--- src/rtl/tt_mux_select_seq.sv ---
// Sequencer for the Tiny Tapeout mux control lines: walks the select counter to a
// requested project address (full reset or incremental) and enables it, with a req/done handshake.
module tt_mux_select_seq #(
    parameter int ADDR_W     = 10,
    parameter int MAX_ADDR   = 1023,
    parameter int RST_CYC    = 4,
    parameter int SETTLE_CYC = 2,
    parameter int PULSE_CYC  = 2,
    parameter int INCR_EN    = 1
) (
    input  logic              clk,
    input  logic              rst,
    input  logic              req_valid,
    output logic              req_ready,
    input  logic [ADDR_W-1:0] req_addr,
    input  logic              req_ena,
    output logic              busy,
    output logic              done,
    output logic              err,
    output logic [ADDR_W-1:0] cur_addr,
    output logic              cur_valid,
    output logic              ctrl_sel_rst_n,
    output logic              ctrl_sel_inc,
    output logic              ctrl_ena
);

    typedef enum logic [2:0] {
        S_IDLE,
        S_DIS,
        S_RST,
        S_REL,
        S_INC_HI,
        S_INC_LO,
        S_ENA
    } state_t;

    localparam int                MAX_W      = ADDR_W + 1;
    localparam logic [ADDR_W:0]   MAX_EXT    = MAX_W'(MAX_ADDR);
    localparam logic [ADDR_W-1:0] RST_LEN    = ADDR_W'(RST_CYC - 1);
    localparam logic [ADDR_W-1:0] SETTLE_LEN = ADDR_W'(SETTLE_CYC - 1);
    localparam logic [ADDR_W-1:0] PULSE_LEN  = ADDR_W'(PULSE_CYC - 1);
    localparam logic [ADDR_W-1:0] ONE        = ADDR_W'(1);
    localparam logic [ADDR_W-1:0] ZERO       = '0;
    localparam bit                INCR       = (INCR_EN != 0);

    state_t              state_q;
    state_t              state_d;
    logic [ADDR_W-1:0]   cnt_q;
    logic [ADDR_W-1:0]   cnt_d;
    logic [ADDR_W-1:0]   rem_q;
    logic [ADDR_W-1:0]   rem_d;
    logic [ADDR_W-1:0]   tgt_addr;
    logic                tgt_ena;
    logic                accept;
    logic                reject;
    logic                cnt_zero;

    assign cnt_zero = (cnt_q == ZERO);

    // Next-state logic: cnt_q times the current phase, rem_q counts pulses still owed.
    always_comb begin
        state_d = state_q;
        cnt_d   = cnt_zero ? cnt_q : (cnt_q - ONE);
        rem_d   = rem_q;
        accept  = 1'b0;
        reject  = 1'b0;

        case (state_q)
            S_IDLE: begin
                cnt_d = cnt_q;
                if (req_valid) begin
                    accept = 1'b1;
                    if ({1'b0, req_addr} > MAX_EXT) begin
                        reject = 1'b1;
                    end else if (cur_valid && (req_addr == cur_addr)) begin
                        state_d = S_ENA;
                    end else begin
                        state_d = S_DIS;
                        cnt_d   = SETTLE_LEN;
                    end
                end
            end
            S_DIS: begin
                if (cnt_zero) begin
                    // Counting up from the known select value avoids a full reset.
                    if (INCR && cur_valid && (tgt_addr > cur_addr)) begin
                        state_d = S_INC_HI;
                        cnt_d   = PULSE_LEN;
                        rem_d   = tgt_addr - cur_addr;
                    end else begin
                        state_d = S_RST;
                        cnt_d   = RST_LEN;
                    end
                end
            end
            S_RST: begin
                if (cnt_zero) begin
                    state_d = S_REL;
                    cnt_d   = SETTLE_LEN;
                    rem_d   = tgt_addr;
                end
            end
            S_REL: begin
                if (cnt_zero) begin
                    if (rem_q == ZERO) begin
                        state_d = S_ENA;
                    end else begin
                        state_d = S_INC_HI;
                        cnt_d   = PULSE_LEN;
                    end
                end
            end
            S_INC_HI: begin
                if (cnt_zero) begin
                    state_d = S_INC_LO;
                    cnt_d   = PULSE_LEN;
                end
            end
            S_INC_LO: begin
                if (cnt_zero) begin
                    rem_d = rem_q - ONE;
                    if (rem_q == ONE) begin
                        state_d = S_ENA;
                    end else begin
                        state_d = S_INC_HI;
                        cnt_d   = PULSE_LEN;
                    end
                end
            end
            S_ENA: begin
                state_d = S_IDLE;
            end
            default: begin
                state_d = S_IDLE;
            end
        endcase
    end

    // Control register stage: outputs are decoded from the next state so they line up with it.
    always_ff @(posedge clk) begin
        if (rst) begin
            state_q        <= S_IDLE;
            cnt_q          <= ZERO;
            rem_q          <= ZERO;
            req_ready      <= 1'b1;
            busy           <= 1'b0;
            done           <= 1'b0;
            err            <= 1'b0;
            cur_addr       <= ZERO;
            cur_valid      <= 1'b0;
            ctrl_sel_rst_n <= 1'b1;
            ctrl_sel_inc   <= 1'b0;
            ctrl_ena       <= 1'b0;
        end else begin
            state_q        <= state_d;
            cnt_q          <= cnt_d;
            rem_q          <= rem_d;
            req_ready      <= (state_d == S_IDLE);
            busy           <= (state_d != S_IDLE);
            done           <= (state_q == S_ENA);
            err            <= reject;
            ctrl_sel_rst_n <= (state_d != S_RST);
            ctrl_sel_inc   <= (state_d == S_INC_HI);
            if (state_d == S_DIS) begin
                ctrl_ena <= 1'b0;
            end
            if ((state_d == S_RST) && (state_q != S_RST)) begin
                cur_valid <= 1'b0;
            end
            if (state_q == S_ENA) begin
                ctrl_ena  <= tgt_ena;
                cur_addr  <= tgt_addr;
                cur_valid <= 1'b1;
            end
        end
    end

    // Request capture stage: data only, no reset needed.
    always_ff @(posedge clk) begin
        if (accept) begin
            tgt_addr <= req_addr;
            tgt_ena  <= req_ena;
        end
    end

endmodule

--- config.mk ---
export PLATFORM = sky130hd
export DESIGN_NAME = tt_mux_select_seq
export DESIGN_NICKNAME = d
export VERILOG_FILES = /design/src/rtl/tt_mux_select_seq.sv
export SDC_FILE = /design/constraint.sdc
export NUM_CORES = 1
export LEC_CHECK = 0
export ABC_AREA = 1
export CAP_MARGIN = 20
export CORE_MARGIN = 10
export CORE_UTILIZATION = 37
export DETAILED_ROUTE_END_ITERATION = 8
export GPL_TIMING_DRIVEN = 0
export PLACE_DENSITY = 0.62
export SYNTH_ARGS = -nofsm -noshare
export SYNTH_HDL_FRONTEND = slang
export SYNTH_SLANG_ARGS = --single-unit
--- constraint.sdc ---
create_clock -name clk -period 2.6 [get_ports clk]
set_clock_uncertainty 0.1 [all_clocks]
set_input_delay 0.52 -clock clk [delete_from_list [all_inputs] [get_ports clk]]
set_output_delay 0.52 -clock clk [all_outputs]
set_load 0.05 [all_outputs]
# Yosys cells after proc, flatten, opt, wreduce, memory -nomap -nowiden
# Cells that the tools add are included.
[op_classes]
n_lt_le_gt_ge = 1
eq_ne = 19
reduce_logical = 14
add_sub_neg = 3
n_mux = 33
[ops]
columns = ["op", "n"]
rows = [
  ["two-way mux 10 bit", 13],
  ["case mux 10 bit (5 select lines)", 1],
  ["case mux 10 bit (3 select lines)", 1],
  ["two-way mux 3 bit", 8],
  ["logical NOT 10 bit", 2],
  ["subtractor 10 x 1 -> 10 bit, second input constant", 2],
  ["case mux 3 bit (6 select lines)", 1],
  ["== test 3 bit, second input constant", 4],
  ["!= test 2 bit, second input constant", 6],
  ["== test 10 x 1 -> 1 bit, second input constant", 1],
  ["== test 10 bit", 1],
  ["> comparator 10 bit", 1],
  ["subtractor 10 bit", 1],
  ["== test 3 x 2 -> 1 bit, second input constant", 3],
  ["== test 3 x 1 -> 1 bit, second input constant", 2],
  ["logical NOT 3 bit", 2],
  ["two-way mux 1 bit", 6],
  ["two-way mux 2 bit", 3],
  ["!= test 3 x 2 -> 1 bit, second input constant", 2],
  ["nonzero test 3 bit", 2],
  ["AND reduction 5 bit", 1],
  ["nonzero test 2 bit", 2],
  ["logical AND 1 bit", 3],
  ["AND reduction 2 bit", 1],
  ["OR reduction 2 bit", 1],
]
[totals]
reg_bits = 51
elab_cells = 83
input_bits = 14
output_inout_bits = 18

# Logic depth before layout (Yosys ltp)
# Gate-level depths: netlist of the first run.
[depth]
depth_word = 9
mapped_depth = 15
depth_no_buf = 15

# Worst setup path before layout of the first run
# Ideal clock, no wire load.
[synth_timing]
path_kind = "reg2reg"
from = "register cur_addr[5]"
to = "register rem_q[5]"
arrival_time_ps = 2127
synth_period_minus_slack_ps = 2344
setup_slack_ps = 256
setup_ps = 117
required_time_ps = 2383
stages_incl_launch_ff = 13
path_buffers = 0
cell_sequence = "dfxtp_1 -> inv_1 -> ha_1 -> a21oi_1 -> nand2_1 -> nand2_1 -> nand3_1 -> nand2_2 -> nand2_2 -> nand2_2 -> clkinv_2 -> o21ai_0 -> nor2_1"
[synth_via]
elab_chain_len = 4
word_cells_on_any_way = 8
classes_between = "add/sub (1); order compare (1); eq/ne (1); mux (3); reduce/logical (2)"
[synth_lines]
columns = ["item", "line", "text"]
rows = [
  ["start, declared", "20", "output logic [ADDR_W-1:0] cur_addr,"],
  ["start signal, assigned", "172", "cur_addr <= tgt_addr;"],
  ["subtractor 10 bit / > comparator 10 bit (equally long branches)", "89, 86", ""],
  ["two-way mux 10 bit / logical AND 1 bit (equally long branches)", "86", "if (INCR && cur_valid && (tgt_addr > cur_addr)) begin"],
  ["two-way mux 10 bit / != test 2 bit (equally long branches)", "-", ""],
  ["case mux 10 bit (3 select lines) / AND reduction 5 bit (equally long branches)", "-", ""],
  ["end signal, assigned", "157", "rem_q <= rem_d;"],
  ["end, declared", "50", "logic [ADDR_W-1:0] rem_q;"],
]
# Parallel ways exist; a longest one is shown, timed or not. The select of a mux whose other input is x is not followed.
# A chain may end at the register's enable or synchronous reset.

# Final worst setup path of the first run
[layout_timing]
from = "register tgt_addr[5]"
to = "register rem_q[6]"
[layout_via]
elab_chain_len = 4
word_cells_on_any_way = 8
classes_between = "add/sub (1); order compare (1); eq/ne (1); mux (3); reduce/logical (2)"
[layout_lines]
columns = ["item", "line", "text"]
rows = [
  ["start, declared", "52", "logic [ADDR_W-1:0] tgt_addr;"],
  ["start signal, assigned", "181", "tgt_addr <= req_addr;"],
  ["subtractor 10 bit / > comparator 10 bit (equally long branches)", "89, 86", ""],
  ["two-way mux 10 bit / logical AND 1 bit (equally long branches)", "86", ""],
  ["two-way mux 10 bit / != test 2 bit (equally long branches)", "-", ""],
  ["case mux 10 bit (3 select lines) / AND reduction 5 bit (equally long branches)", "-", ""],
]
# Parallel ways exist; a longest one is shown, timed or not. The select of a mux whose other input is x is not followed.

==> impl_metrics.csv, run 1 <==
group,metric,value,unit
outcome,status,"finished, final reports clean",
synth,synth_nets,502,
job,maxCapViolCount,0,
sta,post-route-period-util,0.903,
setup_path,path_class,"flop to flop",
synth,synth_area,3320,sq um
global_route,grt_pass1_wl,14100,microns
clock_tree,cts_htree_levels,2,
power,switchingPower,1700,uW
cells_and_area,areaGrowthSynthToFinish,15.8,%
floorplanning,die_h,115,microns
setup_path,worstPathMaxFanout,8,
synth,synth_area_leaders,"dfxtp_1 24%, nand2_1 11%, edfxtp_1 9.9%, inv_1 6.7%, a21oi_1 6.6%",
routing,wl_per_cell,13.7,microns
power,p_comb_frac,0.558,
power,ir_worst_vdd,0.583,mV
clock_tree,clock-sinks,51,
sta,fin_crit,2.35,ns
synth,async_reset_ff_frac,0,
synth,syn-mean-instance-area,7.03,sq um
cells_and_area,final_cell_mix,"99 x nand2_1, 59 x inv_1, 53 x nor2_1",
clock_tree,worstSkewPairLatency,0.31,ns
floorplanning,die_w,115,microns
place,place_ws,-0.149,ns
routing,dr.pass1.iters,5,
sta,fin_ws,0.253,ns
setup_path,start_kind,"flop",
routing,postRouteWirelength,8510,microns
routing,viasPerCell,5.07,
routing,final_antenna_net_count,0,
clock_tree,cts_buffer_depth,2,
power,clockPowerShare,0.135,
place,hpwlAfterDp,6610,microns
clock_tree,clockRootBuffer,"clkbuf_8",
routing,vias,3141,
synth,ys_ff_latch,51,
global_route,grt_pass1_vias,3021,
global_route,grt_max_degree,17,
clock_tree,ctsResizeCount,0,
setup_path,reg2reg_depth,11,
floorplanning,coreArea,8720,sq um
synth,synth-edff-count,11,
floorplanning,initial_core_util,0.381,
clock_tree,post_cts_buffers,0,
floorplanning,rows,34,
place,port_buffers,30,
cells_and_area,drive_above_1_share,0.0939,
hold_path,hold_class,"flop to flop",
synth,synth_ff_type,"dfxtp_1",
synth,synth-seq-area-share,0.340,
sta,max-slew-margin-rel,0.548,
synth,syn_inst,473,
global_route,grt_use_total,0.129,
place,gp_congestion,0.875,
global_route,antenna_found_initial,0,
sta,holdWs,0.370,ns
power,p_leak,0.00170,uW
clock_tree,cts_buffers,5,
cells_and_area,layout_commonest_cell,"nand2_1",
floorplanning,ios,32,
routing,drt_first_iter_violations,196,
cells_and_area,final_nets,539,
power,p_seq_frac,0.307,
clock_tree,clk_pin_slew_worst_paths,0.10,ns
power,p_sw_frac,0.474,
cells_and_area,antenna_cells,0,
sta,hold_viol,0,
synth,ys_warn_count,0,
power,power_density,929,nW/um^2
power,internal_power,1880,uW
synth,yosys.area.top_type_share,0.241,
sta,worst_pin_slew,0.677,ns
clock_tree,hold_buffers,0,
synth,yosys.area.top_type,"dfxtp_1",
setup_path,required,2.71,ns
sta,rsz0062_at_grt,"no",
sta,maxClockFrequency,0.426,GHz
synth,synth.distinct_cells,48,
hold_path,hold_depth,2,
setup_path,end_kind,"flop",
setup_path,critical_path_arrival,2.46,ns
clock_tree,cts_tree,"yes",
sta,setup_violations,0,
floorplanning,dieArea,13200,sq um
sta,drv_slew,0,
routing,route.detailed.drc,0,
global_route,overflow,0,
==> per-stage QoR <==
stage | power [uW] | util | TNS [ns] | instances | area, sq um
2_1_floorplan | 2630 | - | 0 | 473 | 3320
3_3_place_gp | 3050 | 0.431 | -0.233 | 611 | 3760
3_5_place_dp | 3090 | 0.431 | -0.288 | 611 | 3760
4_1_cts | 3580 | 0.441 | 0 | 619 | 3850
5_1_grt | 3880 | 0.441 | 0 | 619 | 3850
6_report | 3580 | 0.441 | 0 | 619 | 3850
==> routing by layer <==
layer	routed length, microns	GRT usage	vias up
met4	89	0.0380	0
met5	0	0	-
met2	3890	0.216	73
met1	4070	0.160	1436
met3	462	0.0323	4
li1	-	-	1628
==> power groups by stage <==
stage,registers [uW],logic [uW],clock network [uW]
6_report,1100,1990,483
5_1_grt,1120,2240,527
4_1_cts,1100,1980,495
3_5_place_dp,1110,1980,0
3_3_place_gp,1110,1940,0
2_1_floorplan,1180,1460,0
==> cell usage after synthesis (2+ instances only) <==
library cell  number
a21oi_1           44
a21oi_2            3
buf_4              3
buf_6              3
clkbuf_1           3
dfxtp_1           40
edfxtp_1          11
ha_1              14
inv_1             59
inv_2              3
nand2_1           99
nand2_2            8
nand3_1           30
nand3b_1           3
nand4_1            6
nor2_1            54
nor2_2             5
nor2_4             3
o2111ai_1          2
o21ai_0           31
o21ai_2            2
o21bai_1           2
o221ai_1           2
o31ai_1            5
or2_2              3
xnor2_1            7
xor2_1             7
==> cell type report <==
| cell class | instances | area (sq um) |
|---|---|---|
| inverter | 64 | 241 |
| multi-input combinational | 348 | 1880 |
| fill | 909 | 4870 |
| tap | 108 | 135 |
| timing repair buffer | 30 | 300 |
| clock inverter | 3 | 18.8 |
| buffer | 10 | 72.6 |
| clock buffer | 5 | 68.8 |
| sequential | 51 | 1130 |
==> final timing paths <==
check                                           start  slack (ns)                     to
worst max-delay path            tgt_addr[5]$_DFFE_PP_        0.25  rem_q[6]$_SDFFE_PP0P_
worst min-delay path                tgt_ena$_DFFE_PP_        0.37  ctrl_ena$_SDFFE_PP0P_
worst max register to register  tgt_addr[5]$_DFFE_PP_        0.25  rem_q[6]$_SDFFE_PP0P_
worst min register to register      tgt_ena$_DFFE_PP_        0.37  ctrl_ena$_SDFFE_PP0P_
==> sequential cells by signal (all words and copies together), names as in the netlist, 3 cells and up <==
| name | count |
|---|---|
| cur_addr | 10 |
| cnt_q | 10 |
| tgt_addr | 10 |
| rem_q | 10 |
| state_q | 3 |
==> logic make-up (layout without fill, tap and decap cells) <==
kind of cell               after synthesis  in the layout  synth area share
and+or+nand+nor                        216            216             0.291
AOI/OAI and AO/OA                      102            102             0.178
buffers and inverters                   74            112            0.0945
DFF                                     51             51             0.340
adders and majority gates               15             15            0.0587
xor gates and xnor gates                14             14            0.0369
other                                    1              1           0.00113
==> worst max-delay path, stage by stage (launching register included) <==
cell	delay, ns
edfxtp_1	0.45
ha_1	0.36
a21oi_1	0.39
nand2_1	0.12
nand2_1	0.07
nand3_1	0.09
nand2_2	0.13
nand2_2	0.06
nand2_2	0.10
clkinv_2	0.13
o21ai_0	0.19
nor2_1	0.05
Note: power is estimated with default switching activity, not from simulation.
==> run 2: changes to the inputs <==
- SETUP_SLACK_MARGIN: default -> 0.5
==> run 2 against run 1 <==
Fmax is 14% higher. Largest power group unchanged. Cell count is 2.7% higher. Sequential power hardly changed.
==> impl_metrics.csv, run 2 (synthesis gave the netlist of run 1 again) <==
group,metric,value,unit
outcome,status,"finished, final reports clean",
setup_path,end_kind,"output pin",
cells_and_area,seqCellArea,1150,sq um
power,p_leak,0.00195,uW
cells_and_area,utilization,0.489,
sta,holdWs,0.365,ns
setup_path,worstPathMaxFanout,1,
clock_tree,cts_htree_levels,2,
cells_and_area,fillers,842,
power,internal_power,2220,uW
routing,final_antenna_net_count,0,
floorplanning,die_w,115,microns
sta,worst_pin_slew,0.540,ns
hold_path,hold_class,"flop to flop",
power,p_seq_frac,0.274,
power,ir_worst_vdd,0.485,mV
clock_tree,clk_pin_slew_worst_paths,0.10,ns
routing,wl_per_cell,14.1,microns
setup_path,path_class,"flop to output pin",
sta,setup_violations,0,
floorplanning,initial_core_util,0.381,
cells_and_area,final_nets,556,
clock_tree,cts_buffer_depth,2,
setup_path,r2r_slack,0.58,ns
cells_and_area,multiInputGateArea,2090,sq um
global_route,grt_pass1_vias,3046,
sta,max-slew-margin-rel,0.640,
power,p_comb_frac,0.564,
setup_path,endpoint,"busy",
setup_path,path_buf_inv,1,
cells_and_area,final_cell_mix,"92 x nand2_1, 57 x inv_1, 47 x nor2_1",
clock_tree,cts_tree,"yes",
place,gp_congestion,0.871,
setup_path,r2r_end,"rem_q[9]$_SDFFE_PP0P_",
routing,dr.pass1.iters,4,
cells_and_area,areaGrowthSynthToFinish,28.3,%
floorplanning,ios,32,
sta,maxClockFrequency,0.485,GHz
setup_path,path_cells,"clkdlybuf4s50_1",
cells_and_area,drive_above_1_share,0.205,
setup_path,r2r_start,"tgt_addr[7]$_DFFE_PP_",
setup_path,max_stage_delay,0.80,ns
routing,viasPerCell,5.09,
global_route,overflow,0,
global_route,grt_use_total,0.133,
place,hpwlAfterDp,6530,microns
clock_tree,clock-sinks,51,
hold_path,min_from,"tgt_ena$_DFFE_PP_",
routing,vias,3236,
floorplanning,dieArea,13200,sq um
global_route,antenna_found_initial,0,
cells_and_area,fin_cells,636,
sta,rsz0062_at_grt,"yes",
floorplanning,die_h,115,microns
cells_and_area,antenna_cells,0,
job,maxCapViolCount,0,
sta,hold_viol,0,
routing,route.detailed.drc,0,
floorplanning,coreArea,8720,sq um
place,port_buffers,30,
clock_tree,clockRootBuffer,"clkbuf_8",
routing,drt_first_iter_violations,238,
power,switchingPower,1810,uW
power,finalPower,4030,uW
cells_and_area,layout_commonest_cell,"nand2_1",
power,power_density,945,nW/um^2
clock_tree,hold_buffers,0,
global_route,grt_pass1_wl,14700,microns
setup_path,cp_num_cells,1,
power,p_sw_frac,0.449,
routing,postRouteWirelength,8940,microns
setup_path,required,1.98,ns
clock_tree,cts_buffers,5,
setup_path,cp_slowest_cell,"clkdlybuf4s50_1",
floorplanning,rows,34,
setup_path,cp-startpoint,"busy$_SDFF_PP0_",
sta,fin_crit,2.06,ns
setup_path,start_kind,"flop",
sta,post-route-period-util,0.793,
power,clockPowerShare,0.162,
setup_path,critical_path_arrival,1.44,ns
clock_tree,worstSkewPairLatency,0.31,ns
global_route,grt_max_degree,18,
sta,drv_slew,0,
setup_path,path_delay_family,"buffers and inverters",
setup_path,reg2reg_depth,9,
place,dp.cells,611,
run 2: layout make-up:
cell class	instances	area share
Multi-Input combinational cell	348	0.490
Sequential cell	51	0.269
Timing Repair Buffer	47	0.101
Inverter	64	0.0587
Tap cell	108	0.0317
Clock buffer	6	0.0220
Buffer	10	0.0182
Clock inverter	2	0.00968
run 2: per-stage QoR:
| stage | setup WS (ns) | area [sq um] | TNS [ns] |
|---|---|---|---|
| 2_1_floorplan | 0.523 | 3340 | 0 |
| 3_3_place_gp | -0.136 | 3780 | -0.220 |
| 3_5_place_dp | -0.128 | 3780 | -0.215 |
| 4_1_cts | 0.485 | 4050 | 0 |
| 5_1_grt | 0.482 | 4260 | 0 |
| 6_report | 0.538 | 4260 | 0 |
run 2: layer usage:
layer  vias to the layer above  global-route usage  routed length (microns)
li1                       1672                   -                        -
met1                      1482               0.172                     4100
met2                        70               0.225                     4250
met3                        12              0.0245                      473
met4                         0              0.0330                      121
met5                         -                   0                        0
run 2: what timing repair did:
action                                  CTS  global route
pin swaps                                 2             7
endpoints found under the setup margin   43            34
gates resized for setup                  28            38
buffers inserted                          8             9
gates cloned                              0             0
run 2: power groups by stage:
stage	logic, uW	clock network (uW)	registers, uW
after floorplan	1460	0	1180
after global placement	1950	0	1110
after detailed placement	1960	0	1120
after CTS	2080	665	1090
after global routing	2540	693	1120
final	2270	654	1100
run 2: how the worst min path moves through the flow:
stage / endpoint / slack (ns) / cells after the start
floorplan: ctrl_ena$_SDFFE_PP0P_ / 0.32 / 2
finish: ctrl_ena$_SDFFE_PP0P_ / 0.37 / 2
global route: ctrl_ena$_SDFFE_PP0P_ / 0.42 / 2
CTS: ctrl_ena$_SDFFE_PP0P_ / 0.37 / 2
detailed placement: ctrl_ena$_SDFFE_PP0P_ / 0.35 / 2
global placement: ctrl_ena$_SDFFE_PP0P_ / 0.34 / 2
run 2: tightest hold or removal path, cell delays in order (launching register included):
cell      delay [ns]
edfxtp_1        0.34
nand2_1         0.04
o21ai_0         0.06
